<file path="src/rtl/mux_rr_n_if.sv">
// Handshake bundle between N producer channels, the mux and its single consumer.
// The master is the surrounding logic; the slave is the mux itself.
interface mux_rr_n_if #(
  parameter int N  = 4,
  parameter int W  = 8,
  parameter int SW = 2
);
  logic            mode;
  logic [SW-1:0]   sel;
  logic [N*W-1:0]  in_data;
  logic [N-1:0]    in_valid;
  logic [N-1:0]    in_ready;
  logic [W-1:0]    out_data;
  logic [SW-1:0]   out_ch;
  logic            out_valid;
  logic            out_ready;

  modport master (
    output mode, sel, in_data, in_valid, out_ready,
    input  in_ready, out_data, out_ch, out_valid
  );

  modport slave (
    input  mode, sel, in_data, in_valid, out_ready,
    output in_ready, out_data, out_ch, out_valid
  );
endinterface

</file>
<file path="src/rtl/mux_rr_n.sv">
// N:1 registered mux, fixed-select or round-robin; one cycle input-to-output latency.
// Single output register, no skid: in_ready is zero while the held word is stalled.
module mux_rr_n #(
  parameter int N  = 4,
  parameter int W  = 8,
  parameter int SW = 2
) (
  input  logic       clk,
  input  logic       rst_n,
  mux_rr_n_if.slave  bus
);

  logic [SW-1:0] ptr;
  logic [SW-1:0] grant;
  logic          grant_valid;
  logic          load;
  int            idx;

  assign load = ~bus.out_valid | bus.out_ready;

  always_comb begin
    grant_valid = 1'b0;
    grant       = '0;
    idx         = 0;
    if (!bus.mode) begin
      for (int k = 0; k < N; k++) begin
        if (bus.sel == SW'(k) && bus.in_valid[k]) begin
          grant_valid = 1'b1;
          grant       = SW'(k);
        end
      end
    end else begin
      // Walk from the far end back toward ptr so the closest valid channel wins.
      for (int i = N - 1; i >= 0; i--) begin
        idx = (int'(ptr) + i) % N;
        if (bus.in_valid[idx]) begin
          grant_valid = 1'b1;
          grant       = SW'(idx);
        end
      end
    end
  end

  assign bus.in_ready = (rst_n && load && grant_valid) ? (N'(1) << grant) : '0;

  always_ff @(posedge clk) begin
    if (!rst_n) begin
      bus.out_data  <= '0;
      bus.out_ch    <= '0;
      bus.out_valid <= 1'b0;
      ptr           <= '0;
    end else if (load && grant_valid) begin
      bus.out_data  <= bus.in_data[int'(grant)*W +: W];
      bus.out_ch    <= grant;
      bus.out_valid <= 1'b1;
      if (bus.mode) begin
        ptr <= (grant == SW'(N - 1)) ? '0 : grant + SW'(1);
      end
    end else if (bus.out_ready) begin
      bus.out_valid <= 1'b0;
    end
  end

endmodule
</file>
<file path="src/flat_wrapper.sv">
// flat-port wrapper written by rule: the top's interface ports become plain ports
module mux_rr_n_flat 
#(
  parameter int N  = 4,
  parameter int W  = 8,
  parameter int SW = 2
)
  (clk, rst_n, bus_mode, bus_sel, bus_in_data, bus_in_valid, bus_out_ready, bus_in_ready, bus_out_data, bus_out_ch, bus_out_valid);
  mux_rr_n_if #(.N(N), .W(W), .SW(SW)) bus_i ();
  input  logic clk;
  input  logic rst_n;
  input wire logic [$bits(bus_i.mode)-1:0] bus_mode;
  input wire logic [$bits(bus_i.sel)-1:0] bus_sel;
  input wire logic [$bits(bus_i.in_data)-1:0] bus_in_data;
  input wire logic [$bits(bus_i.in_valid)-1:0] bus_in_valid;
  input wire logic [$bits(bus_i.out_ready)-1:0] bus_out_ready;
  output wire logic [$bits(bus_i.in_ready)-1:0] bus_in_ready;
  output wire logic [$bits(bus_i.out_data)-1:0] bus_out_data;
  output wire logic [$bits(bus_i.out_ch)-1:0] bus_out_ch;
  output wire logic [$bits(bus_i.out_valid)-1:0] bus_out_valid;
  assign bus_i.mode = bus_mode;
  assign bus_i.sel = bus_sel;
  assign bus_i.in_data = bus_in_data;
  assign bus_i.in_valid = bus_in_valid;
  assign bus_i.out_ready = bus_out_ready;
  assign bus_in_ready = bus_i.in_ready;
  assign bus_out_data = bus_i.out_data;
  assign bus_out_ch = bus_i.out_ch;
  assign bus_out_valid = bus_i.out_valid;
  mux_rr_n #(.N(N), .W(W), .SW(SW)) u_core (.clk(clk), .rst_n(rst_n), .bus(bus_i));
endmodule
</file>
<file path="config.mk">
export PLATFORM = sky130hd
export DESIGN_NAME = mux_rr_n_flat
export DESIGN_NICKNAME = d
export VERILOG_FILES = /design/src/rtl/mux_rr_n_if.sv /design/src/rtl/mux_rr_n.sv /design/src/flat_wrapper.sv
export SDC_FILE = /design/constraint.sdc
export NUM_CORES = 1
export LEC_CHECK = 0
export ABC_AREA = 1
export CORE_ASPECT_RATIO = 0.9
export CORE_MARGIN = 3
export CORE_UTILIZATION = 43
export DETAILED_ROUTE_END_ITERATION = 10
export PLACE_DENSITY_LB_ADDON = 0.1
export SYNTH_ARGS = -nofsm -noshare
export SYNTH_HDL_FRONTEND = slang
export SYNTH_SLANG_ARGS = --single-unit
</file>
<file path="constraint.sdc">
create_clock -name clk -period 3.75 [get_ports clk]
set_clock_uncertainty 0.1 [all_clocks]
set_input_delay 0.75 -clock clk [delete_from_list [all_inputs] [get_ports clk]]
set_output_delay 0.75 -clock clk [all_outputs]
set_load 0.01 [all_outputs]
</file>
; ---- Word-level counts from Yosys, hierarchy flattened
; Index checks and enable logic that the tools add are counted.
; W data, S select, Z words.
[op_classes]
n_addsub = 4
n_lt_le_gt_ge = 4
eq_ne = 4
n_shift = 2
n_mux = 32
n_bitwise = 5
n_reduce_logical = 13
[op_table]
columns = cell, n
row1 = $shiftx A32 B6 Y8, 1
row2 = $mux W1, 19
row3 = $mux W2, 8
row4 = $lt A3 B4 Y1 const B, 3
row5 = $bmux W1 S2, 4
row6 = $logic_and A1 B1 Y1, 7
row7 = $eq A2 B2 Y1 const B, 3
row8 = $reduce_or A2 Y1, 3
row9 = $add A2 B1 Y2 const B, 2
row10 = $add A2 B2 Y2 const B, 2
row11 = $mux W4, 1
row12 = $shl A1 B2 Y4 const A, 1
row13 = $and A1 B1 Y1 const A, 3
row14 = $lt A2 B3 Y1 const B, 1
row15 = $eq A2 B1 Y1 const B, 1
row16 = $logic_not A2 Y1, 1
row17 = $reduce_and A2 Y1, 1
row18 = $reduce_bool A2 Y1, 1
row19 = $not A1 Y1, 1
row20 = $or A1 B1 Y1, 1
[totals]
ff_bits = 13
inputBits = 42
out_inout_bits = 15

; ---- Depth between registers and ports, before layout
; Gate-level depths: netlist of run 1.
[depth]
depth_word = 13
mapped_depth = 15

; ---- Worst setup path after synthesis of run 1
; Ideal clock, no wire load.
[synth_timing]
kind = in2out
startpoint = in bus_in_valid[3]
endpoint = out bus_in_ready[3]
arrival_ns = 1.982
required_time_ns = 2.900
slack_ns = 0.918
cell_stages = 12
path_cell_list = inv_1 -> o21ai_1 -> nand2_1 -> nand3_2 -> nand3_1 -> nand3_4 -> nand2_2 -> buf_4 -> inv_2 -> ha_1 -> inv_1 -> nor2_1
[synth_via]
elab_chain_cells = 10
word_cells_on_any_way = 27
cone_classes = shift: 1 / mux: 24 / reduce/logical: 2
[synth_lines]
columns = element, line_no
row1 = start: declaration, flat_wrapper.sv:15  ; input wire logic [$bits(bus_i.in_valid)-1:0] bus_in_valid;
row2 = $bmux W1 S2, mux_rr_n.sv:36  ; if (bus.in_valid[idx]) begin
row3 = $mux W1 (not written as such) (2 in a row), mux_rr_n.sv:36
row4 = $mux W2 / $mux W1 (equally long branches) (4 in a row), mux_rr_n.sv:36
row5 = $mux W2 / $mux W1 (equally long branches), mux_rr_n.sv:25  ; if (!bus.mode) begin
row6 = $shl A1 B2 Y4 / $logic_and A1 B1 Y1 (equally long branches), mux_rr_n.sv:44  ; assign bus.in_ready = (rst_n && load && grant_valid) ? (N'(1) << grant) : '0;
row7 = $mux W4 (*), mux_rr_n.sv:44
row8 = end: declaration, flat_wrapper.sv:17  ; output wire logic [$bits(bus_i.in_ready)-1:0] bus_in_ready;
; Every way passes the cells marked *; elsewhere a longest branch is shown, timed or not. The select of a mux whose other input is x is not followed.

; ---- Worst setup path in the final report of run 1
[layout_timing]
startpoint = in bus_in_valid[2]
endpoint = out bus_in_ready[3]
; The elaborated chain is that of the path after synthesis.

==> qor.txt, run 1 <==
post-CTS clock slew at the launch and capture registers of the worst setup and hold paths: 0.09 ns
adder-cell share of the synthesized area: 0.0112
die outline area: 0.00326 sq mm
worst path required time: 2.90 ns
H-tree depth reported by CTS: 1
net count reported at finish: 294
Final Hold Viols: 0
count of placed standard cells including taps: 273
maximum clock insertion buffer count: 2
highest ir drop seen on vdd: 0.000257 V
Area after DPL: 0.00173 sq mm
via count: 1507
Critical Path AT: 2.64 ns
latest clock arrival within the worst-skew pair: 0.29 ns
post-layout minimum cycle time: 3.49 ns
final setup violation count: 0
PnR Total Power: 0.562 mW
synthesized instance count: 189
proportion of synthesized area in mux cells: 0
pre-CTS setup slack: -0.0540 ns
gr usage total: 0.254
top-level I/O count: 57
Post-DRT Antenna Nets: 0
half-perimeter wire length after placement: 3.12 mm
synthesized-area fraction occupied by xor and xnor cells: 0.00781
core area: 0.00232 sq mm
status: finished, final reports clean
part of the Yosys area used for sequential elements: 0.232
power density cells: 320 mW/mm^2
average vias per placed instance: 5.44
worst slew margin relative to its limit: 0.687
width of the die: 59.8 microns
height of the die: 54.4 microns
endpoint kind of the worst setup timing path: primary output
highest achievable clock rate: 287 MHz
clock root buffer: sky130_fd_sc_hd__clkbuf_4
post-route cell area: 0.00176 sq mm
Setup Crit Path Kind: in -> out
Tightest Pin Transition: 0.469 ns
Slew Viols, Final: 0
Netlist cell types: 24
CTS buffer count: 3
mean cell area of the mapped netlist: 5.93 sq um
compound-cell area share of the yosys netlist: 0.0804
Placement Rows: 16
average wire length per cell after detail routing: 14.1 microns
combinational family with the most area after synthesis: simple AND/OR/NAND/NOR gates
vias in the first global route: 1336
period utilization: 0.930
number of hold-repair buffers added at the cts stage: 0
Maximum Capacitance Violations: 0
number of synthesized register bits: 13
RSZ-0062 raised after global routing: no
GR Overflow Total: 0
simple-gate share of the synthesized area: 0.519
total of warnings raised by yosys: 0
layout cells sized above 1: 0.108
least setup slack across all paths after layout: 0.262 ns
Clock Sinks: 13
clock tree from TritonCTS: built
Static Leak: 0.912 nW
critical path startpoint category: input port
number of buffers inserted by port buffering: 56
wire length of the first global-routing pass: 6.27 mm
kind of path behind the tightest hold check: reg -> reg
Post-Syn Nets: 232
routability cong.: 0.862
final instance count without filler cells: 277
area added between synthesis and finish: 56.8%
maximum number of pins on one net before global-route repair: 17
number of antenna violations at the first check in global routing: 0
Total Wirelength: 3.91 mm
maximum fanout count along the critical path: 5
DRC violations left: 0
starting density of the core: 0.483
1st-pass router iterations: 4
area of the mapped netlist: 0.00112 sq mm
Ant. Diodes: 0
drt first-iter violations: 125
-- path summary, 6_finish.rpt --
path                                             from                                  end  slack, ns  depth (start not counted)
setup / recovery                      bus_in_valid[2]                      bus_in_ready[3]       0.26                         15
hold / removal    u_core.bus.out_data[7]$_SDFFE_PN0P_  u_core.bus.out_data[7]$_SDFFE_PN0P_       0.38                          2
setup reg to reg           u_core.ptr[0]$_SDFFE_PN0P_           u_core.ptr[1]$_SDFFE_PN0P_       1.33                         13
hold reg to reg   u_core.bus.out_data[7]$_SDFFE_PN0P_  u_core.bus.out_data[7]$_SDFFE_PN0P_       0.38                          2
-- worst max-delay path, stage by stage --
cell,delay (ns)
sky130_fd_sc_hd__clkdlybuf4s50_1,0.50
sky130_fd_sc_hd__inv_1,0.09
sky130_fd_sc_hd__nand2_1,0.12
sky130_fd_sc_hd__nand3_1,0.13
sky130_fd_sc_hd__nand2_1,0.11
sky130_fd_sc_hd__nand3_2,0.07
sky130_fd_sc_hd__nand2_1,0.10
sky130_fd_sc_hd__nand2_2,0.08
sky130_fd_sc_hd__nand3_4,0.09
sky130_fd_sc_hd__nand2_2,0.10
sky130_fd_sc_hd__inv_2,0.09
sky130_fd_sc_hd__ha_1,0.13
sky130_fd_sc_hd__inv_1,0.05
sky130_fd_sc_hd__nor2_1,0.09
sky130_fd_sc_hd__clkbuf_2,0.14
-- cells in the final DEF (no fill, tap or decap), types with 4 or more instances in the layout --
master	n
sky130_fd_sc_hd__nand3_1	56
sky130_fd_sc_hd__clkdlybuf4s50_1	52
sky130_fd_sc_hd__nand2_1	42
sky130_fd_sc_hd__inv_1	27
sky130_fd_sc_hd__dfxtp_1	13
sky130_fd_sc_hd__buf_4	9
sky130_fd_sc_hd__nor2_1	8
sky130_fd_sc_hd__nand2_2	6
sky130_fd_sc_hd__o21ai_1	4
sky130_fd_sc_hd__nor3_1	4
sky130_fd_sc_hd__o21a_1	4
-- logic make-up after synthesis --
logic type / after synthesis
compound gates: 15
xor+xnor: 1
fa+ha+maj: 1
buf+inv: 38
flops: 13
simple gates: 121
-- layer usage --
layer	wire length (microns)	vias up	global-route usage
li1	-	733	-
met1	1590	685	0.321
met2	1910	83	0.455
met3	373	6	0.0472
met4	34	0	0.0443
met5	0	-	0
-- flip-flops by register name, indices dropped and copies added (netlist names) --
register and cells:
u_core.bus.out_ch 2, u_core.bus.out_valid 1, u_core.ptr 2, u_core.bus.out_data 8
-- cells in the mapped netlist --
master | count | share of area
sky130_fd_sc_hd__nand3_1 | 56 | 0.25
sky130_fd_sc_hd__nand2_1 | 42 | 0.14
sky130_fd_sc_hd__inv_1 | 27 | 0.090
sky130_fd_sc_hd__dfxtp_1 | 13 | 0.23
sky130_fd_sc_hd__nor2_1 | 8 | 0.027
sky130_fd_sc_hd__nand2_2 | 6 | 0.033
sky130_fd_sc_hd__nor3_1 | 4 | 0.018
sky130_fd_sc_hd__o21a_1 | 4 | 0.027
sky130_fd_sc_hd__o21ai_1 | 4 | 0.018
sky130_fd_sc_hd__inv_2 | 3 | 0.010
sky130_fd_sc_hd__o21ai_0 | 3 | 0.013
sky130_fd_sc_hd__a21oi_1 | 2 | 0.0089
sky130_fd_sc_hd__buf_2 | 2 | 0.0089
sky130_fd_sc_hd__buf_4 | 2 | 0.013
sky130_fd_sc_hd__buf_6 | 2 | 0.020
sky130_fd_sc_hd__clkbuf_1 | 2 | 0.0067
sky130_fd_sc_hd__nand3_2 | 2 | 0.018
sky130_fd_sc_hd__ha_1 | 1 | 0.011
sky130_fd_sc_hd__nand3_4 | 1 | 0.016
sky130_fd_sc_hd__nand3b_1 | 1 | 0.0067
sky130_fd_sc_hd__nor2_4 | 1 | 0.010
sky130_fd_sc_hd__o21bai_1 | 1 | 0.0067
sky130_fd_sc_hd__o31ai_1 | 1 | 0.0067
sky130_fd_sc_hd__xnor2_1 | 1 | 0.0078
-- per-stage QoR --
step / hold WS, ns / TNS (ns) / util
floorplan: 0.392 / 0 / -
global placement: 0.358 / 0 / 0.744
detailed placement: 0.365 / -0.0540 / 0.744
CTS: 0.379 / 0 / 0.755
global route: 0.406 / 0 / 0.757
finish: 0.381 / 0 / 0.757
-- power breakdown --
| group | internal [mW] | switching, mW | leakage (nW) |
|---|---|---|---|
| logic | 0.142 | 0.153 | 0.786 |
| registers | 0.158 | 0.0162 | 0.108 |
| clock network | 0.0396 | 0.0531 | 0.0177 |
| total | 0.339 | 0.223 | 0.912 |
-- area by class of cell --
type,count,area [sq um]
multi-input cells,138,693
repair buffers,65,631
fillers,196,564
flip-flops and latches,13,260
inverters,30,113
well taps,27,33.8
clock buffers,3,22.5
clock inverters,1,5.00
-- repair_timing --
| action | in CTS | in global routing |
|---|---|---|
| gates resized for setup | 1 | 5 |
| setup endpoints to repair | 1 | 4 |
| buffers inserted | 0 | 0 |
Power figures use the tool's default switching activity.
==> run 2: changes to the inputs <==
--- a/config.mk
+++ b/config.mk
@@ -6,11 +6,13 @@
 export NUM_CORES = 1
 export LEC_CHECK = 0
 export ABC_AREA = 1
+export CELL_PAD_IN_SITES_DETAIL_PLACEMENT = 0
+export CELL_PAD_IN_SITES_GLOBAL_PLACEMENT = 1
 export CORE_ASPECT_RATIO = 0.9
-export CORE_MARGIN = 3
-export CORE_UTILIZATION = 43
+export CORE_UTILIZATION = 27
 export DETAILED_ROUTE_END_ITERATION = 10
 export PLACE_DENSITY_LB_ADDON = 0.1
+export SLEW_MARGIN = 0
 export SYNTH_ARGS = -nofsm -noshare
 export SYNTH_HDL_FRONTEND = slang
 export SYNTH_SLANG_ARGS = --single-unit
==> run 2 against run 1 <==
  * Cell count increased by 8.7%
  * Critical path type unchanged
  * Design area rose by 5.0%
  * Worst hold slack lost 0.0083 ns
  * Die area grew 36%
  * Global-route usage decreased by 9.1 points
  * Non-clock buffer count up 5
  * Clock-buffer cell count is 1 higher
  * Maximum frequency fell by 3.0%
  * Clock power grew 38%
  * Combinational power about the same
  * Core utilization is 28 points lower
  * Sequential share of layout area is 0.70 points lower
==> qor.txt, run 2 (synthesis gave the netlist of run 1 again) <==
half-perimeter wire length after placement: 2.70 mm
1st-pass router iterations: 4
RR Endpoint: u_core.ptr[1]$_SDFFE_PN0P_
drt first-iter violations: 64
Area after DPL: 0.00179 sq mm
net count reported at finish: 299
master of the slowest instance on the critical path: sky130_fd_sc_hd__clkdlybuf4s50_1
beginning of the worst hold path: u_core.bus.out_data[6]$_SDFFE_PN0P_
average vias per placed instance: 4.67
wire length of the first global-routing pass: 5.90 mm
post-CTS clock slew at the launch and capture registers of the worst setup and hold paths: 0.06 ns
period utilization: 0.959
endpoint kind of the worst setup timing path: primary output
height of the die: 63.1 microns
registers with the most flip-flops: u_core.bus.out_data: 8 flops, u_core.bus.out_ch: 2 flops, u_core.ptr: 2 flops
most frequent standard cell in the layout excluding fill and tap cells: sky130_fd_sc_hd__nand3_1
final setup violation count: 0
biggest cell delay along the critical path: 0.57 ns
latest clock arrival within the worst-skew pair: 0.24 ns
Clock Sinks: 13
Maximum Capacitance Violations: 0
highest achievable clock rate: 278 MHz
register area: 260 sq um
power density cells: 322 mW/mm^2
number of buffers inserted by port buffering: 56
Total Wirelength: 3.39 mm
Critical Path AT: 2.75 ns
final instance count without filler cells: 301
via count: 1407
maximum number of pins on one net before global-route repair: 18
endpoint of the worst hold path: u_core.bus.out_data[6]$_SDFFE_PN0P_
number of antenna violations at the first check in global routing: 0
Final Hold Viols: 0
Static Leak: 0.939 nW
Hold Crit Depth: 2
clock tree from TritonCTS: built
post-route cell area: 0.00185 sq mm
kind of path behind the tightest hold check: reg -> reg
width of the die: 69.9 microns
count of placed standard cells including taps: 297
highest ir drop seen on vdd: 0.000132 V
area added between synthesis and finish: 64.6%
post-layout minimum cycle time: 3.60 ns
slack of the worst reg-to-reg path: 1.52 ns
Setup Buffers After CTS: 0
Slew Viols, Final: 0
Tightest Pin Transition: 0.469 ns
worst path required time: 2.90 ns
core area: 0.00384 sq mm
Final Util: 0.481
vias in the first global route: 1347
most frequent cells in the layout: sky130_fd_sc_hd__nand3_1 (56), sky130_fd_sc_hd__clkdlybuf4s50_1 (53), sky130_fd_sc_hd__nand2_1 (42), sky130_fd_sc_hd__inv_1 (26), sky130_fd_sc_hd__buf_4 (14)
maximum fanout count along the critical path: 6
Ant. Diodes: 0
RSZ-0062 raised after global routing: no
number of hold-repair buffers added at the cts stage: 0
Placement Rows: 21
maximum clock insertion buffer count: 2
starting density of the core: 0.292
number of fillers in the final layout: 397
Hold Slack: 0.372 ns
CTS buffer count: 3
layout cells sized above 1: 0.125
r2r startpoint: u_core.ptr[0]$_SDFFE_PN0P_
worst slew margin relative to its limit: 0.687
status: finished, final reports clean
GR Overflow Total: 0
gr usage total: 0.163
DRC violations left: 0
cell chain of the critical path: clkdlybuf4s50_1 -> inv_1 -> o21ai_1 -> nor2_1 -> nand3_1 -> o21ai_1 -> nor2_4 -> nand2_1 -> nor3_1 -> clkdlybuf4s50_1
average wire length per cell after detail routing: 11.2 microns
critical path startpoint category: input port
die outline area: 0.00441 sq mm
top-level I/O count: 57
max reg flops: 8
Setup Crit Path Kind: in -> out
H-tree depth reported by CTS: 1
multi-input logic area: 697 sq um
clock root buffer: sky130_fd_sc_hd__clkbuf_8
Worst R2R Path Depth: 12
Largest Register: u_core.bus.out_data
routability cong.: 0.831
Post-DRT Antenna Nets: 0
run 2: cell types whose count changed in the layout (fill, tap and decap cells not counted), sizes merged:
cell	previous run	this run
buf	9	14
clkinv	1	0
clkdlybuf4s50	52	53
run 2: worst max-delay path: cells and delay by family:
kind,cells,cell delay (ns)
and+or+nand+nor,5,0.61
AOI/OAI and AO/OA,2,0.26
buffers and inverters,3,1.11
run 2: worst max-delay path by stage:
stage / from / to / slack, ns / depth (start not counted)
after CTS: bus_in_valid[1] / bus_in_ready[3] / 0.02 / 13
final: bus_in_valid[1] / bus_in_ready[1] / 0.15 / 10
after detailed placement: bus_in_valid[3] / bus_in_ready[3] / -0.01 / 13
after global placement: bus_in_valid[3] / bus_in_ready[3] / 0.007 / 13
after global routing: bus_in_valid[1] / bus_in_ready[1] / 0.001 / 12
after floorplan: bus_in_valid[3] / bus_in_ready[3] / 0.92 / 12
run 2: power by group:
part / internal, mW / leakage (nW) / switching, mW
clock network: 0.0751 / 0.0228 / 0.0529
registers: 0.158 / 0.108 / 0.0156
logic: 0.148 / 0.809 / 0.144
total: 0.381 / 0.939 / 0.212
run 2: repair_timing:
item                       CTS  global route
hold endpoints to repair     0             0
gates resized for setup      1             4
setup endpoints to repair    1             4
run 2: area by class of cell:
type | count | area share
Clock buffer | 4 | 0.0244
Sequential cell | 13 | 0.141
Inverter | 30 | 0.0610
Timing Repair Buffer | 70 | 0.365
Multi-Input combinational cell | 138 | 0.378
Tap cell | 46 | 0.0312
run 2: stage by stage:
| stage | TNS (ns) | power (mW) | setup WS, ns |
|---|---|---|---|
| 6_report | 0 | 0.594 | 0.153 |
| 5_1_grt | 0 | 0.646 | 0.00107 |
| 4_1_cts | 0 | 0.600 | 0.0190 |
| 3_5_place_dp | -0.0129 | 0.470 | -0.0129 |
| 3_3_place_gp | 0 | 0.473 | 0.00703 |
| 2_1_floorplan | 0 | 0.339 | 0.918 |
run 2: routing by layer:
metal,global-route usage,vias up,part of all wire
met4,0.0225,0,0.0041
met2,0.272,54,0.41
li1,-,746,-
met5,0,-,0
met3,0.0576,2,0.091
met1,0.207,605,0.49
